[src/rtl/alu_pkg.sv]
// alu_pkg: shared definitions for the alu_exec execute stage.
// Provides opcode encodings, flag-byte bit positions and the state
// encoding used by the multiply sequencing (ALU_EXEC_MUL_EN builds).
package alu_pkg;

  typedef logic [0:0] state_t;
  typedef logic [3:0] flags_t;

  localparam logic [3:0] OP_ADD   = 4'd0;
  localparam logic [3:0] OP_SUB   = 4'd1;
  localparam logic [3:0] OP_AND   = 4'd2;
  localparam logic [3:0] OP_OR    = 4'd3;
  localparam logic [3:0] OP_XOR   = 4'd4;
  localparam logic [3:0] OP_SHL   = 4'd5;
  localparam logic [3:0] OP_SHR   = 4'd6;
  localparam logic [3:0] OP_PASSB = 4'd7;
  localparam logic [3:0] OP_MUL   = 4'd8;

  localparam int FLG_Z = 3;
  localparam int FLG_N = 2;
  localparam int FLG_C = 1;
  localparam int FLG_V = 0;

  localparam state_t ST_IDLE = 1'b0;
  localparam state_t ST_MUL  = 1'b1;

endpackage

[src/rtl/alu_exec_if.sv]
// alu_exec_if: operand/result handshake bundle for the execute stage.
// Upstream side: in_valid/in_ready, op, a, b, rd.
// Downstream side: out_valid/out_ready, result, rd_out, reg_write,
// flags {Z,N,C,V}, illegal.
// master = the environment (register file / decode / write-back),
// slave  = the execute stage.
interface alu_exec_if #(
  parameter int W  = 8,
  parameter int RW = 3
);
  logic          in_valid;
  logic          in_ready;
  logic [3:0]    op;
  logic [W-1:0]  a;
  logic [W-1:0]  b;
  logic [RW-1:0] rd;
  logic          out_valid;
  logic          out_ready;
  logic [W-1:0]  result;
  logic [RW-1:0] rd_out;
  logic          reg_write;
  logic [3:0]    flags;
  logic          illegal;

  modport master (
    output in_valid, op, a, b, rd, out_ready,
    input  in_ready, out_valid, result, rd_out, reg_write, flags, illegal
  );

  modport slave (
    input  in_valid, op, a, b, rd, out_ready,
    output in_ready, out_valid, result, rd_out, reg_write, flags, illegal
  );
endinterface

[src/rtl/alu_mul_seq.sv]
// alu_mul_seq: W-iteration shift-add unsigned multiplier.
// Ports: clk, rst (async, active-high), start (load operands a/b),
// done (high during the final iteration cycle), product (2W bits, valid
// while done is high; it already includes the final partial product).
module alu_mul_seq #(
  parameter int W = 8
) (
  input  logic           clk,
  input  logic           rst,
  input  logic           start,
  input  logic [W-1:0]   a,
  input  logic [W-1:0]   b,
  output logic           done,
  output logic [2*W-1:0] product
);
  localparam int CW = $clog2(W);

  logic           busy_q, busy_d;
  logic [CW-1:0]  cnt_q, cnt_d;
  logic [W-1:0]   mcand_q, mcand_d;
  logic [W-1:0]   mplier_q, mplier_d;
  logic [2*W-1:0] acc_q, acc_d;
  logic [2*W-1:0] addend;

  always_comb begin
    addend   = mplier_q[0] ? ({{W{1'b0}}, mcand_q} << cnt_q) : '0;
    product  = acc_q + addend;
    done     = busy_q && (cnt_q == CW'(W - 1));
    busy_d   = busy_q;
    cnt_d    = cnt_q;
    mcand_d  = mcand_q;
    mplier_d = mplier_q;
    acc_d    = acc_q;
    if (start) begin
      busy_d   = 1'b1;
      cnt_d    = '0;
      mcand_d  = a;
      mplier_d = b;
      acc_d    = '0;
    end else if (busy_q) begin
      acc_d    = product;
      mplier_d = mplier_q >> 1;
      cnt_d    = cnt_q + 1'b1;
      if (done) busy_d = 1'b0;
    end
  end

  always_ff @(posedge clk or posedge rst) begin
    if (rst) begin
      busy_q <= 1'b0;
      cnt_q  <= '0;
    end else begin
      busy_q <= busy_d;
      cnt_q  <= cnt_d;
    end
  end

  always_ff @(posedge clk) begin
    mcand_q  <= mcand_d;
    mplier_q <= mplier_d;
    acc_q    <= acc_d;
  end
endmodule

[src/rtl/alu_exec.sv]
// alu_exec: execute stage between the 8x8 register file and its write port.
// Ports: clk, rst (async, active-high), bus (alu_exec_if.slave) carrying
// the operand handshake (in_valid/in_ready, op, a, b, rd) and the result
// handshake (out_valid/out_ready, result, rd_out, reg_write, flags,
// illegal). One output holding register; single-cycle ops complete one
// edge after accept.
// Build option ALU_EXEC_MUL_EN: when defined, opcode 8 is a W-cycle
// shift-add multiply; when undefined, opcode 8 is treated as illegal.
module alu_exec
  import alu_pkg::*;
#(
  parameter int W  = 8,
  parameter int RW = 3
) (
  input logic       clk,
  input logic       rst,
  alu_exec_if.slave bus
);
  logic          out_valid_q, out_valid_d;
  logic [W-1:0]  result_q, result_d;
  logic [RW-1:0] rd_out_q, rd_out_d;
  logic          reg_write_q, reg_write_d;
  flags_t        flags_q, flags_d;
  logic          illegal_q, illegal_d;
  logic          in_ready;
  logic          accept;

  logic [W:0]    sum, diff;
  logic [W-1:0]  alu_res;
  logic          alu_c, alu_v, alu_legal;

  function automatic flags_t mk_flags(input logic [W-1:0] r, input logic c, input logic v);
    flags_t f;
    f        = '0;
    f[FLG_Z] = (r == '0);
    f[FLG_N] = r[W-1];
    f[FLG_C] = c;
    f[FLG_V] = v;
    return f;
  endfunction

`ifdef ALU_EXEC_MUL_EN
  state_t         state_q, state_d;
  logic [RW-1:0]  mul_rd_q, mul_rd_d;
  logic           mul_start, mul_done;
  logic [2*W-1:0] mul_prod;

  assign in_ready  = (state_q == ST_IDLE) && (!out_valid_q || bus.out_ready);
  assign mul_start = accept && (bus.op == OP_MUL);

  alu_mul_seq #(.W(W)) u_mul (
    .clk     (clk),
    .rst     (rst),
    .start   (mul_start),
    .a       (bus.a),
    .b       (bus.b),
    .done    (mul_done),
    .product (mul_prod)
  );
`else
  assign in_ready = !out_valid_q || bus.out_ready;
`endif

  assign accept = bus.in_valid && in_ready;

  // Single-cycle datapath; carry/borrow taken from the (W+1)-bit sum/diff.
  always_comb begin
    sum       = {1'b0, bus.a} + {1'b0, bus.b};
    diff      = {1'b0, bus.a} - {1'b0, bus.b};
    alu_res   = '0;
    alu_c     = 1'b0;
    alu_v     = 1'b0;
    alu_legal = 1'b1;
    case (bus.op)
      OP_ADD: begin
        alu_res = sum[W-1:0];
        alu_c   = sum[W];
        alu_v   = (bus.a[W-1] == bus.b[W-1]) && (sum[W-1] != bus.a[W-1]);
      end
      OP_SUB: begin
        alu_res = diff[W-1:0];
        alu_c   = diff[W];
        alu_v   = (bus.a[W-1] != bus.b[W-1]) && (diff[W-1] != bus.a[W-1]);
      end
      OP_AND:   alu_res = bus.a & bus.b;
      OP_OR:    alu_res = bus.a | bus.b;
      OP_XOR:   alu_res = bus.a ^ bus.b;
      OP_SHL: begin
        alu_res = {bus.a[W-2:0], 1'b0};
        alu_c   = bus.a[W-1];
      end
      OP_SHR: begin
        alu_res = {1'b0, bus.a[W-1:1]};
        alu_c   = bus.a[0];
      end
      OP_PASSB: alu_res = bus.b;
      default:  alu_legal = 1'b0;
    endcase
  end

  always_comb begin
    out_valid_d = out_valid_q && !bus.out_ready;
    result_d    = result_q;
    rd_out_d    = rd_out_q;
    reg_write_d = reg_write_q;
    flags_d     = flags_q;
    illegal_d   = illegal_q;
`ifdef ALU_EXEC_MUL_EN
    state_d     = state_q;
    mul_rd_d    = mul_rd_q;
    // A multiply only parks the destination; outputs load when it finishes.
    if (mul_start) begin
      state_d  = ST_MUL;
      mul_rd_d = bus.rd;
    end else
`endif
    if (accept) begin
      out_valid_d = 1'b1;
      rd_out_d    = bus.rd;
      if (alu_legal) begin
        result_d    = alu_res;
        reg_write_d = 1'b1;
        illegal_d   = 1'b0;
        flags_d     = mk_flags(alu_res, alu_c, alu_v);
      end else begin
        // Undefined opcode: no write-back, flags keep the last legal op.
        result_d    = '0;
        reg_write_d = 1'b0;
        illegal_d   = 1'b1;
      end
    end
`ifdef ALU_EXEC_MUL_EN
    if ((state_q == ST_MUL) && mul_done) begin
      state_d     = ST_IDLE;
      out_valid_d = 1'b1;
      result_d    = mul_prod[W-1:0];
      rd_out_d    = mul_rd_q;
      reg_write_d = 1'b1;
      illegal_d   = 1'b0;
      flags_d     = mk_flags(mul_prod[W-1:0], |mul_prod[2*W-1:W], 1'b0);
    end
`endif
  end

  always_ff @(posedge clk or posedge rst) begin
    if (rst) begin
      out_valid_q <= 1'b0;
      result_q    <= '0;
      rd_out_q    <= '0;
      reg_write_q <= 1'b0;
      flags_q     <= '0;
      illegal_q   <= 1'b0;
`ifdef ALU_EXEC_MUL_EN
      state_q     <= ST_IDLE;
`endif
    end else begin
      out_valid_q <= out_valid_d;
      result_q    <= result_d;
      rd_out_q    <= rd_out_d;
      reg_write_q <= reg_write_d;
      flags_q     <= flags_d;
      illegal_q   <= illegal_d;
`ifdef ALU_EXEC_MUL_EN
      state_q     <= state_d;
`endif
    end
  end

`ifdef ALU_EXEC_MUL_EN
  always_ff @(posedge clk) begin
    mul_rd_q <= mul_rd_d;
  end
`endif

  assign bus.in_ready  = in_ready;
  assign bus.out_valid = out_valid_q;
  assign bus.result    = result_q;
  assign bus.rd_out    = rd_out_q;
  assign bus.reg_write = reg_write_q;
  assign bus.flags     = flags_q;
  assign bus.illegal   = illegal_q;
endmodule

[src/flat_wrapper.sv]
// flat-port wrapper written by rule: the top's interface ports become plain ports
module alu_exec_flat import alu_pkg::*;
#(
  parameter int W  = 8,
  parameter int RW = 3
)
  (clk, rst, bus_in_valid, bus_op, bus_a, bus_b, bus_rd, bus_out_ready, bus_in_ready, bus_out_valid, bus_result, bus_rd_out, bus_reg_write, bus_flags, bus_illegal);
  alu_exec_if #(.W(W), .RW(RW)) bus_i ();
  input logic clk;
  input logic rst;
  input wire logic [$bits(bus_i.in_valid)-1:0] bus_in_valid;
  input wire logic [$bits(bus_i.op)-1:0] bus_op;
  input wire logic [$bits(bus_i.a)-1:0] bus_a;
  input wire logic [$bits(bus_i.b)-1:0] bus_b;
  input wire logic [$bits(bus_i.rd)-1:0] bus_rd;
  input wire logic [$bits(bus_i.out_ready)-1:0] bus_out_ready;
  output wire logic [$bits(bus_i.in_ready)-1:0] bus_in_ready;
  output wire logic [$bits(bus_i.out_valid)-1:0] bus_out_valid;
  output wire logic [$bits(bus_i.result)-1:0] bus_result;
  output wire logic [$bits(bus_i.rd_out)-1:0] bus_rd_out;
  output wire logic [$bits(bus_i.reg_write)-1:0] bus_reg_write;
  output wire logic [$bits(bus_i.flags)-1:0] bus_flags;
  output wire logic [$bits(bus_i.illegal)-1:0] bus_illegal;
  assign bus_i.in_valid = bus_in_valid;
  assign bus_i.op = bus_op;
  assign bus_i.a = bus_a;
  assign bus_i.b = bus_b;
  assign bus_i.rd = bus_rd;
  assign bus_i.out_ready = bus_out_ready;
  assign bus_in_ready = bus_i.in_ready;
  assign bus_out_valid = bus_i.out_valid;
  assign bus_result = bus_i.result;
  assign bus_rd_out = bus_i.rd_out;
  assign bus_reg_write = bus_i.reg_write;
  assign bus_flags = bus_i.flags;
  assign bus_illegal = bus_i.illegal;
  alu_exec #(.W(W), .RW(RW)) u_core (.clk(clk), .rst(rst), .bus(bus_i));
endmodule
[config.mk]
export PLATFORM = sky130hd
export DESIGN_NAME = alu_exec_flat
export DESIGN_NICKNAME = d
export VERILOG_FILES = /design/src/rtl/alu_pkg.sv /design/src/rtl/alu_exec_if.sv /design/src/rtl/alu_mul_seq.sv /design/src/rtl/alu_exec.sv /design/src/flat_wrapper.sv
export SDC_FILE = /design/constraint.sdc
export NUM_CORES = 1
export LEC_CHECK = 0
export CORE_MARGIN = 3
export CORE_UTILIZATION = 39
export CTS_CLUSTER_DIAMETER = 200
export CTS_CLUSTER_SIZE = 10
export DETAILED_ROUTE_END_ITERATION = 8
export SYNTH_ARGS = -nofsm -noshare
export SYNTH_HDL_FRONTEND = slang
export SYNTH_SLANG_ARGS = --single-unit
[constraint.sdc]
create_clock -name clk -period 1.93 [get_ports clk]
set_input_delay 0.2895 -clock clk [delete_from_list [all_inputs] [get_ports clk]]
set_output_delay 0.2895 -clock clk [all_outputs]
set_load 0.03 [all_outputs]
# ---- After elaboration in Yosys (flattened, before gate mapping)
# Index checks and enable logic that the tools add are counted.
dict set report totals {
  register_bits 18
  inputBits 27
  out_inout_bits 19
  wordCells 41
}
dict set report op_classes {
  n_reduce_logical 11
  add_sub_neg 2
  n_mux 8
  bitwise_logic 3
  eq_ne 11
}
# operator count
set op_table {}
lappend op_table {{8-bit one-hot mux with 8 select lines} 1}
lappend op_table {{4-bit by 3-bit equality test with 1-bit output (second input constant)} 4}
lappend op_table {{8-bit by 8-bit adder with 9-bit output} 1}
lappend op_table {{8-bit by 8-bit subtractor with 9-bit output} 1}
lappend op_table {{8-bit bitwise AND} 1}
lappend op_table {{4-bit by 2-bit equality test with 1-bit output (second input constant)} 2}
lappend op_table {{8-bit logical NOT} 1}
lappend op_table {{8-bit two-way mux} 1}
lappend op_table {{8-bit OR} 1}
lappend op_table {{8-bit OR reduction} 1}
lappend op_table {{8-bit XOR} 1}
lappend op_table {{4-bit by 1-bit equality test with 1-bit output (second input constant)} 1}
lappend op_table {{1-bit logical AND} 4}
lappend op_table {{4-bit logical NOT} 1}
lappend op_table {{1-bit two-way mux} 4}
lappend op_table {{1-bit one-hot mux with 4 select lines} 1}
lappend op_table {{1-bit inequality test} 3}
lappend op_table {{1-bit logical NOT} 2}
lappend op_table {{1-bit one-hot mux with 2 select lines} 1}
lappend op_table {{2-bit AND reduction} 1}
lappend op_table {{1-bit equality test} 1}
lappend op_table {{1-bit logical OR} 1}

# ---- Depth between registers and ports, before layout
dict set report depth {
  word_depth 4
  ltp_mapped 10
  mapped_depth_nobuf 9
}

# ---- Worst setup path after synthesis
# OpenSTA, ideal clock, no wires.
dict set report synth_timing {
  path_kind {input to register}
  from {in bus_a[0]}
  to {reg u_core.flags_q[3], in the netlist u_core.bus.flags[3]}
  path_buffers 0
  arrival_ns 2.109
  slack_ns -0.245
  setup_time_ns 0.066
  cell_stages 9
  required_time_ns 1.864
  cell_sequence {inv_1 -> ha_1 -> fa_1 -> nor3_1 -> nor3_1 -> a221o_1 -> a21oi_1 -> nor4bb_1 -> a31o_1}
}
dict set report synth_between {
  elab_chain_cells 3
  word_cells_on_any_way 7
  classes_between {add/sub (2); mux (1); bitwise (3); reduce/logical (1)}
}
# element line
set synth_rtl {}
lappend synth_rtl {{from (decl)} flat_wrapper.sv:13} ;# input wire logic [$bits(bus_i.a)-1:0] bus_a;
lappend synth_rtl {{8-bit by 8-bit subtractor with 9-bit output (tied with other cells)} alu_exec.sv:69} ;# diff = {1'b0, bus.a} - {1'b0, bus.b};
lappend synth_rtl {{8-bit one-hot mux with 8 select lines *} alu_exec.sv:74} ;# case (bus.op)
lappend synth_rtl {{8-bit logical NOT *} alu_exec.sv:35} ;# f[FLG_Z] = (r == '0);
lappend synth_rtl {{to (signal assigned)} alu_exec.sv:161} ;# flags_q <= flags_d;
lappend synth_rtl {{to (decl)} alu_exec.sv:23} ;# flags_t flags_q, flags_d;
# Mark *: on every way between the ends. The rest lies on a longest branch, timed or not.
# A chain may end at the register's enable or synchronous reset.

# ---- Final worst setup path
# Ends and elaborated chain as after synthesis.

==> results.txt <==
The pre-antenna-repair detailed-routing pass consisted of 4 iterations. The floorplan has 27 rows. The synthesized area per cell was 8.210 um2; the number of distinct standard cells referenced by the synthesized netlist was 58.

The number of hold violations in the final report was 0. The run gives 8084 um as the final wirelength. The run gives -0.8197 ns as the setup slack after placement. The die covers 6761 um2. The count of flip-flops with a built-in enable after synthesis works out to 0.

In this run the tool buffered the top-level ports with 45 buffer cells. The tools report the clock latency on the worst-skew pair as 0.25 ns. The flip-flop cell with the highest count after synthesis was dfrtp_1. The power density over the cells came out at 467.0 nW/um2. The count of max-cap constraint violations came out at 0. The number of nets with antenna violations after routing came out at 0. The worst setup path is of the in2reg kind. The net total in the final layout was 469. The critical path starts at bus_a[0]. The worst pin sits at a relative slew slack of 55.26%.

The number of global-route vias before repair came out at 2546. For this design, the sink count on the clock tree is 18. Detailed placement ended at an HPWL of 5750 um. IR analysis of the VDD net gives a maximum drop of 0.4896 mV. The weighted congestion at the end of routability-driven global placement is 0.8809, and the share of synthesized registers carrying an async set or reset is 100.0%. For this run the aggregate overflow at the end of global routing stands at 0. STA classifies the critical path endpoint as a register. ha_1 is the most common cell in the netlist. The tools report the placed instance count as 468. The post-route setup TNS was -0.09378 ns. The data required time at the worst endpoint is 2.07 ns, and the transition time at the pin with the least slew margin is 0.6627 ns. The antenna diode count is 0.

The total of flip-flops plus latches after synthesis works out to 18. The share of post-route cells with drive strength above 1 was 49.76%. In this run the clock root is driven by a clkbuf_8. The min-delay analysis places its worst path in the category in2async.

Data arrives at the worst endpoint at 2.12 ns. For the largest net degree at the start of global routing, the log shows 19. Cells fill 72.97% of the core in the end.

Counting along the longest clock path gives a buffer depth of 2. The number of nets handed over by synthesis was 330. The number of antenna violations at the first check in global routing was 0; the total I/O pin count was 46. In this run, CTS created clock tree buffers numbering 3. Yosys printed 0 warnings. The synthesized instance count was 276; the worst setup slack after layout was -0.04397 ns. Summing the sequential cell areas from Yosys gives 19.88% of the chip area. The largest fanout on the critical path was 2. By area the synthesized netlist is led by dfrtp_1, ha_1, o21ai_0.

Of the post-synthesis cell area, the dominant cell type holds 19.88%. The tools report the startpoint type of the worst setup path as an input pin. The global-route wire length before repair was 12140 um.

The average via count per standard cell was 5.519. For this run, the top clock speed supported by timing is 506.6 MHz. Global routing consumed, over all layers together, 22.98% of the routing resources.

Startpoint of the worst register-to-register path: u_core.bus.out_valid$_DFF_PP0_. The run finished, with violations left. After clock tree synthesis, the clock-pin slew on the worst setup and hold paths is 0.07 ns.

The count of final max-slew check failures was 0. The cell area that synthesis handed to floorplanning was 2266 um2. The via count of the routed design was 2682.

The shortest period the worst path allows is 1.974 ns. The commonest cells after synthesis are ha_1, inv_1, nand2_1. The width of the die works out to 82.23 um. For the violation count after the first detailed-route iteration, the log shows 102.

The area overhead of the layout relative to synthesis was 79.51%. The final reports fail on negative setup slack. TritonCTS built the clock tree.

Ratio of final minimum period to clock period: 102.3%. Setup repair after global routing could not meet its margin everywhere. The worst setup skew after layout was 0.003289 ns; the maximum level of the CTS H-tree was 1. The initial utilization of the core area, before any placement, comes to 40.65%. For this run, the number of standard cells in the final layout without fillers is 486. The per-cell routed wire length was 16.63 um. The analysis attributes to cell leakage a power of 0.001812 uW. The overall die height was 82.23 um.

Dominant cell type by area after synthesis: dfrtp_1. For this run, design rule violations remaining after detail routing come to 0. Setup violations remaining at the end of the flow were counted as 3.

The run gives 5574 um2 as the placeable core region.
==> logic make-up after synthesis <==
family                     share of synthesized area, %
and+or+nand+nor                                   23.36
muxes                                             8.228
xor gates and xnor gates                          1.160
buffers and inverters                             7.896
DFF                                               19.88
adders and majority gates                         15.57
AOI/OAI and AO/OA                                 23.91
==> metal layers <==
layer  GRT usage [%]  vias up  part of all wire [%]
met5               0        -                     0
met3           2.169       18                   6.0
met1           30.25     1277                    43
met4           7.309        0                   2.3
met2           39.34       91                    49
li1                -     1296                     -
==> per-stage QoR <==
step / hold WS [ns] / power [uW] / cell area [um2]
2_1_floorplan: 0.2281 / 965.0 / 2325
3_3_place_gp: 0.4593 / 1408 / 3466
3_5_place_dp: 0.4743 / 1422 / 3466
4_1_cts: 0.3618 / 1841 / 3915
5_1_grt: 0.3886 / 2012 / 4068
6_report: 0.3562 / 1900 / 4068
==> power by group <==
| group | total, uW | leakage, uW | internal, uW | switching [uW] |
|---|---|---|---|---|
| Sequential | 466 | 0.000223 | 436 | 30.1 |
| Combinational | 1140 | 0.00156 | 577 | 560 |
| Clock | 297 | 0.0000288 | 181 | 116 |
==> cells in the final DEF, fill, tap and decap left out, types with 5 or more instances in the layout <==
cell	Yosys	routed
inv_1	23	10
ha_1	25	9
o211ai_1	5	5
buf_6	1	14
clkdlybuf4s50_1	0	26
ha_4	0	10
ha_2	0	6
dfrtp_1	18	18
o21ai_0	20	17
mux2_2	7	7
buf_4	0	100
nor2_1	14	14
nand2b_1	11	8
a21oi_1	12	7
nand3b_1	7	7
inv_2	0	9
nand2_1	21	19
==> state kept, by name, indices dropped and copies added, names as in the netlist <==
name                  cells
u_core.bus.flags          4
u_core.bus.result         8
u_core.bus.rd_out         3
u_core.bus.reg_write      1
u_core.bus.out_valid      1
u_core.bus.illegal        1
==> path summary, 6_finish.rpt <==
check	slack [ns]	end	depth (start not counted)
setup / recovery	-0.04	u_core.bus.flags[3]$_DFFE_PP0P_	9
hold / removal	0.36	u_core.bus.flags[3]$_DFFE_PP0P_	3
setup reg to reg	0.52	u_core.bus.flags[3]$_DFFE_PP0P_	5
hold reg to reg	0.48	u_core.bus.flags[2]$_DFFE_PP0P_	2
max in group asynchronous	1.38	u_core.bus.result[2]$_DFFE_PP0P_	3
min in group clk	0.48	u_core.bus.flags[2]$_DFFE_PP0P_	2
==> layout make-up <==
type,instances,area [um2]
multi-input combinational,215,2074
fill,426,1506
timing repair buffer,154,1296
sequential,18,450.4
inverter,23,101.3
tap,72,90.09
clock buffer,4,55.05
==> repair_timing <==
action / in CTS / in global routing
gates resized for setup: 129 / 42
setup buffers: 13 / 3
setup endpoints to repair: 11 / 10
pin swaps: 34 / 23
hold buffers: 0 / 0
endpoints found under the hold margin: 0 / 0
==> critical path, stage by stage <==
cell and delay [ns]:
buf_6 0.11, inv_4 0.05, ha_4 0.15, fa_2 0.44, mux4_2 0.47, nand2b_4 0.17
a21oi_4 0.19, nor4bb_4 0.06, a31o_1 0.17
(Power assumes the default switching activity.)
==> variant 1: new RTL, config.mk and constraints unchanged <==
Build with the macro `ALU_EXEC_MUL_EN` defined.
--- a/src/rtl/alu_exec.sv
+++ b/src/rtl/alu_exec.sv
@@ -8,2 +8,4 @@
 // shift-add multiply; when undefined, opcode 8 is treated as illegal.
+`define ALU_EXEC_MUL_EN
+
 module alu_exec
Check against the original RTL: not equivalent (a bounded check fails within 4 cycles, from zero or initial values and one cycle with rst high).
==> variant 1 against the original RTL <==
The run still ends with negative setup slack left. Cell area is 98% higher. Largest cell class unchanged. Critical path type is now register to register. Register-to-register slack worse by 1.7 ns. Synthesized area is 110% higher. Worst setup slack worse by 1.1 ns. Wire length is 120% higher. Non-clock buffer count is 92 higher. Cell count is 94% higher. Sequential cell count is 40 higher.
Power is left out: it rests on default switching activity, and per cell area and clock period it moved more than threefold.
==> variant 1: results (changes against the original RTL) <==
Finish
  – Layout cells sized above 1: 45.0% (-4.8 points)
  – Total Nets Final: 867 (+85%)
  – Max reg flops: 16 (+8)
  – Non-filler cells, final: 941 (+94%)
  – Fill count: 905 (+110%)

GRT
  – All-layer global routing usage: 25.8% (+2.8 points)
  – Largest net degree at the start of global routing: 24 (+5)

Status
  – Status: finished, violations left
  – Violated checks: negative setup slack

Place
  – Placed cell count: 900 (+92%)
  – DP Worst Slack: -1.24 ns (-0.417 ns)
  – Dpl cell area: 6790 um^2 (+96%)
  – HPWL reported at the end of detailed placement: 12,800 um (+120%)

Timing
  – Number of endpoints failing setup at the final stage: 27 (+24)
  – Hold_ws: 0.264 ns (-0.0920 ns)
  – Worst setup slack after layout: -1.15 ns (-1.10 ns)
  – Max-slew headroom: 69.0% (+14 points)
  – Final Skew: 0.00887 ns (+0.00558 ns)

Worst hold path
  – HP Class: input port to register

Synth
  – Adder-Cell Fraction of Synth Area: 12.7% (-2.8 points)
  – FFs w/ async S/R, synth: 39.7% (-60 points)
  – Post-synthesis xor/xnor area fraction: 2.74% (+1.6 points)
  – Post-synthesis compound-gate area fraction: 19.3% (-4.6 points)
  – Post-synthesis mux area share: 10.3% (+2.1 points)
  – Synth area leaders: dfrtp_1 12%, edfxtp_1 12%, ha_1 11%
  – Commonest cells post-synth: 72 x nor2_1, 48 x nand2_1, 44 x ha_1
  – Syn Inst Count: 561 (+100%)

Setup path
  – CP max FO: 6 (+4)

CTS
  – Root Buffer: clkbuf_16
  – Clk_lat worst skew: 0.34 ns (+0.09 ns)

Drt
  – Met3 Routed Length: 948 um (+97%)
  – Met2 routed WL: 8980 um (+130%)
  – DRT met1 WL: 7090 um (+100%)
==> variant 1: what timing repair did <==
item                                    CTS  global route
resized for setup                       130            71
gates cloned                              1             0
endpoints found under the setup margin   61            56
setup buffers                            19            13
pin swaps                                36            58
==> variant 1: worst paths after layout <==
check / start / endpoint / cells past startpoint
worst min-delay path: bus_a[1] / u_core.u_mul.mcand_q[1] / 2
worst min register to register: u_core.bus.reg_write / u_core.bus.reg_write / 2
min in group asynchronous: rst / u_core.bus.flags[1] / 3
max in group asynchronous: rst / u_core.u_mul.cnt_q[1] / 3
worst max register to register: u_core.u_mul.cnt_q[1] / u_core.bus.flags[1] / 15
worst max-delay path: u_core.u_mul.cnt_q[1] / u_core.bus.flags[1] / 15
==> variant 1: cell families (layout without fill, tap and decap cells) <==
| group | after synthesis | after routing |
|---|---|---|
| simple gates | 197 | 197 |
| buf+inv | 59 | 296 |
| compound gates | 141 | 141 |
| xor+xnor | 15 | 15 |
| mux | 44 | 44 |
| flops | 58 | 58 |
| fa+ha+maj | 47 | 47 |
==> variant 1: critical path: stages, from the launching register on <==
cell       delay (ns)
dfrtp_2          0.47
buf_6            0.15
nor2_4           0.04
nand2_2          0.08
nor2_4           0.06
ha_4             0.17
fa_2             0.39
buf_6            0.14
a21oi_4          0.18
o2111ai_4        0.15
a21oi_2          0.23
o21ai_2          0.11
a21oi_2          0.22
xnor2_2          0.10
nor4_2           0.31
a41oi_2          0.15
==> variant 1: cell type report <==
type	count	share of cell area [%]
multi-input combinational	444	48.1
sequential	58	18.2
tap	143	2.22
clock inverter	1	0.373
clock buffer	15	3.59
inverter	34	1.66
timing repair buffer	246	25.8
==> variant 1: metal layers <==
layer  up-vias  GRT usage (%)
met3        46           6.07
met1      2455           30.9
met4         0           9.02
li1       2485              -
met2       186           45.3
met5         -              0
==> variant 2: new RTL, config.mk and constraints unchanged <==
Made on the original files. Take the reset off `result_q` and load it in a clocked block of its own.
--- a/src/rtl/alu_exec.sv
+++ b/src/rtl/alu_exec.sv
@@ -147,3 +147,2 @@
       out_valid_q <= 1'b0;
-      result_q    <= '0;
       rd_out_q    <= '0;
@@ -157,3 +156,2 @@
       out_valid_q <= out_valid_d;
-      result_q    <= result_d;
       rd_out_q    <= rd_out_d;
@@ -166,2 +164,6 @@
     end
+  end
+
+  always_ff @(posedge clk) begin
+    result_q <= result_d;
   end
Behaviour: not the same (a bounded check fails within 4 cycles, from zero or initial values and one cycle with rst high).
==> variant 2 against the original RTL <==
The run still ends with negative setup slack left. Cell area shrank 5.7%. Clock skew grew 0.0012 ns. Core utilization grew 0.27 points. Wire length shrank 12%. Sequential cell count is the same. Total power shrank 7.4%. Clock power shrank 2%. Sequential power grew 0.9%. Synthesized area shrank 3.9%. Worst setup slack lost 0.46 ns. Count of clock-buffer cells in the layout is the same. Critical endpoint unchanged. Largest cell class unchanged.
==> variant 2: results (changes against the original RTL) <==
Status
  – Status: finished, violations left
  – Violated checks: negative setup slack

Timing
  – Number of endpoints failing setup at the final stage: 3 (unchanged)
  – Worst setup slack after layout: -0.508 ns (-0.464 ns)
  – Setup TNS after final layout: -0.537 ns (-0.443 ns)
  – Hold_ws: 0.314 ns (-0.0421 ns)
  – Final Skew: 0.00451 ns (+0.00123 ns)
  – Worst-Margin Slew: 0.552 ns (-0.111 ns)

Power and ir drop
  – Logic gate share of total power: 56.6% (-3.2 points)
  – Leak: 1.70 nW (-6.4%)
  – Peak supply drop: 0.421 mV (-14%)
  – Net Sw Power: 617 uW (-13%)
  – Clock Power Share: 16.6% (+1.0 points)
  – PwrDens: 459 nW/um^2 (-1.8%)

Setup path
  – Largest stage delay, worst path: 0.54 ns (+0.07 ns)
  – Crit path DAT: 2.58 ns (+0.46 ns)
  – Family with the most delay on the worst path: simple AND/OR/NAND/NOR gates

Place
  – HPWL reported at the end of detailed placement: 5580 um (-3.0%)
  – GPL Wtd Cong: 0.931 (+5.7%)

Drt
  – DR iter-0 viols: 136 (+33%)
  – DR WL/cell: 15.5 um (-6.5%)
  – DR vias/cell: 5.28 (-4.3%)

GRT
  – Number of global-route vias before repair: 2,344 (-7.9%)
  – First-pass GRT wire length: 11,400 um (-6.1%)
  – All-layer global routing usage: 22.4% (-0.56 points)
  – Largest net degree at the start of global routing: 14 (-5)

Synth
  – Syn Nets: 308 (-6.7%)
  – Syn Inst Count: 255 (-7.6%)
  – FFs w/ async S/R, synth: 55.6% (-44 points)
  – Sequential cell area fraction in the yosys report: 22.5% (+2.7 points)
  – Commonest cells post-synth: 29 x inv_1, 27 x nand2_1, 24 x ha_1
  – Synth area leaders: ha_1 14%, dfrtp_1 11%, edfxtp_1 11%
## variant 2: cell types whose count changed after synthesis, sizes merged, moves of 4 or more
cell / change
edfxtp: +8
xnor2: +4
o21ai: -8
or2: +4
o311ai: -5
nand2: +7
inv: +6
clkbuf: -4
nor3: -4
nand3b: -7
dfrtp: -8
nand2b: -4
## variant 2: logic make-up (layout without fill, tap and decap cells)
logic type	Yosys count	after routing	synth area share, %
flip-flops	18	18	22.5
AND/OR/NAND/NOR	78	78	19.1
adder cells (fa/ha/maj)	26	26	15.6
multiplexers	13	13	8.51
AO/OA/AOI/OAI	72	72	23.4
XOR/XNOR	6	6	2.41
buffers and inverters	42	174	8.45
## variant 2: layout make-up
type / instances / area (um^2) / area share [%]
Timing Repair Buffer: 141 / 1240 / 32.3
Clock buffer: 4 / 55.1 / 1.44
Multi-Input combinational cell: 195 / 1830 / 47.7
Tap cell: 70 / 87.6 / 2.28
Sequential cell: 18 / 492 / 12.8
Inverter: 29 / 135 / 3.52
## variant 2: timing repair
item                                    in CTS  in global routing
hold buffers                                 0                  0
gates resized for setup                    132                 26
buffers inserted                            12                  2
endpoints found under the setup margin      11                  8
pin swaps                                   30                 23
## variant 2: through the flow
step	area [um^2]	worst slack, ns	utilization (%)
2_1_floorplan	2260	-0.461	-
3_3_place_gp	3330	-1.16	63.6
3_5_place_dp	3330	-1.20	63.6
4_1_cts	3730	-0.620	71.2
5_1_grt	3840	-0.609	73.2
6_report	3840	-0.508	73.2
## variant 2: per-layer routing
| metal | vias to the layer above | track usage, % | part of all wire, % |
|---|---|---|---|
| met5 | - | 0 | 0 |
| met4 | 0 | 4.90 | 0.89 |
| met3 | 6 | 1.46 | 4.0 |
| met2 | 59 | 38.7 | 51 |
| met1 | 1153 | 30.7 | 44 |
| li1 | 1195 | - | - |
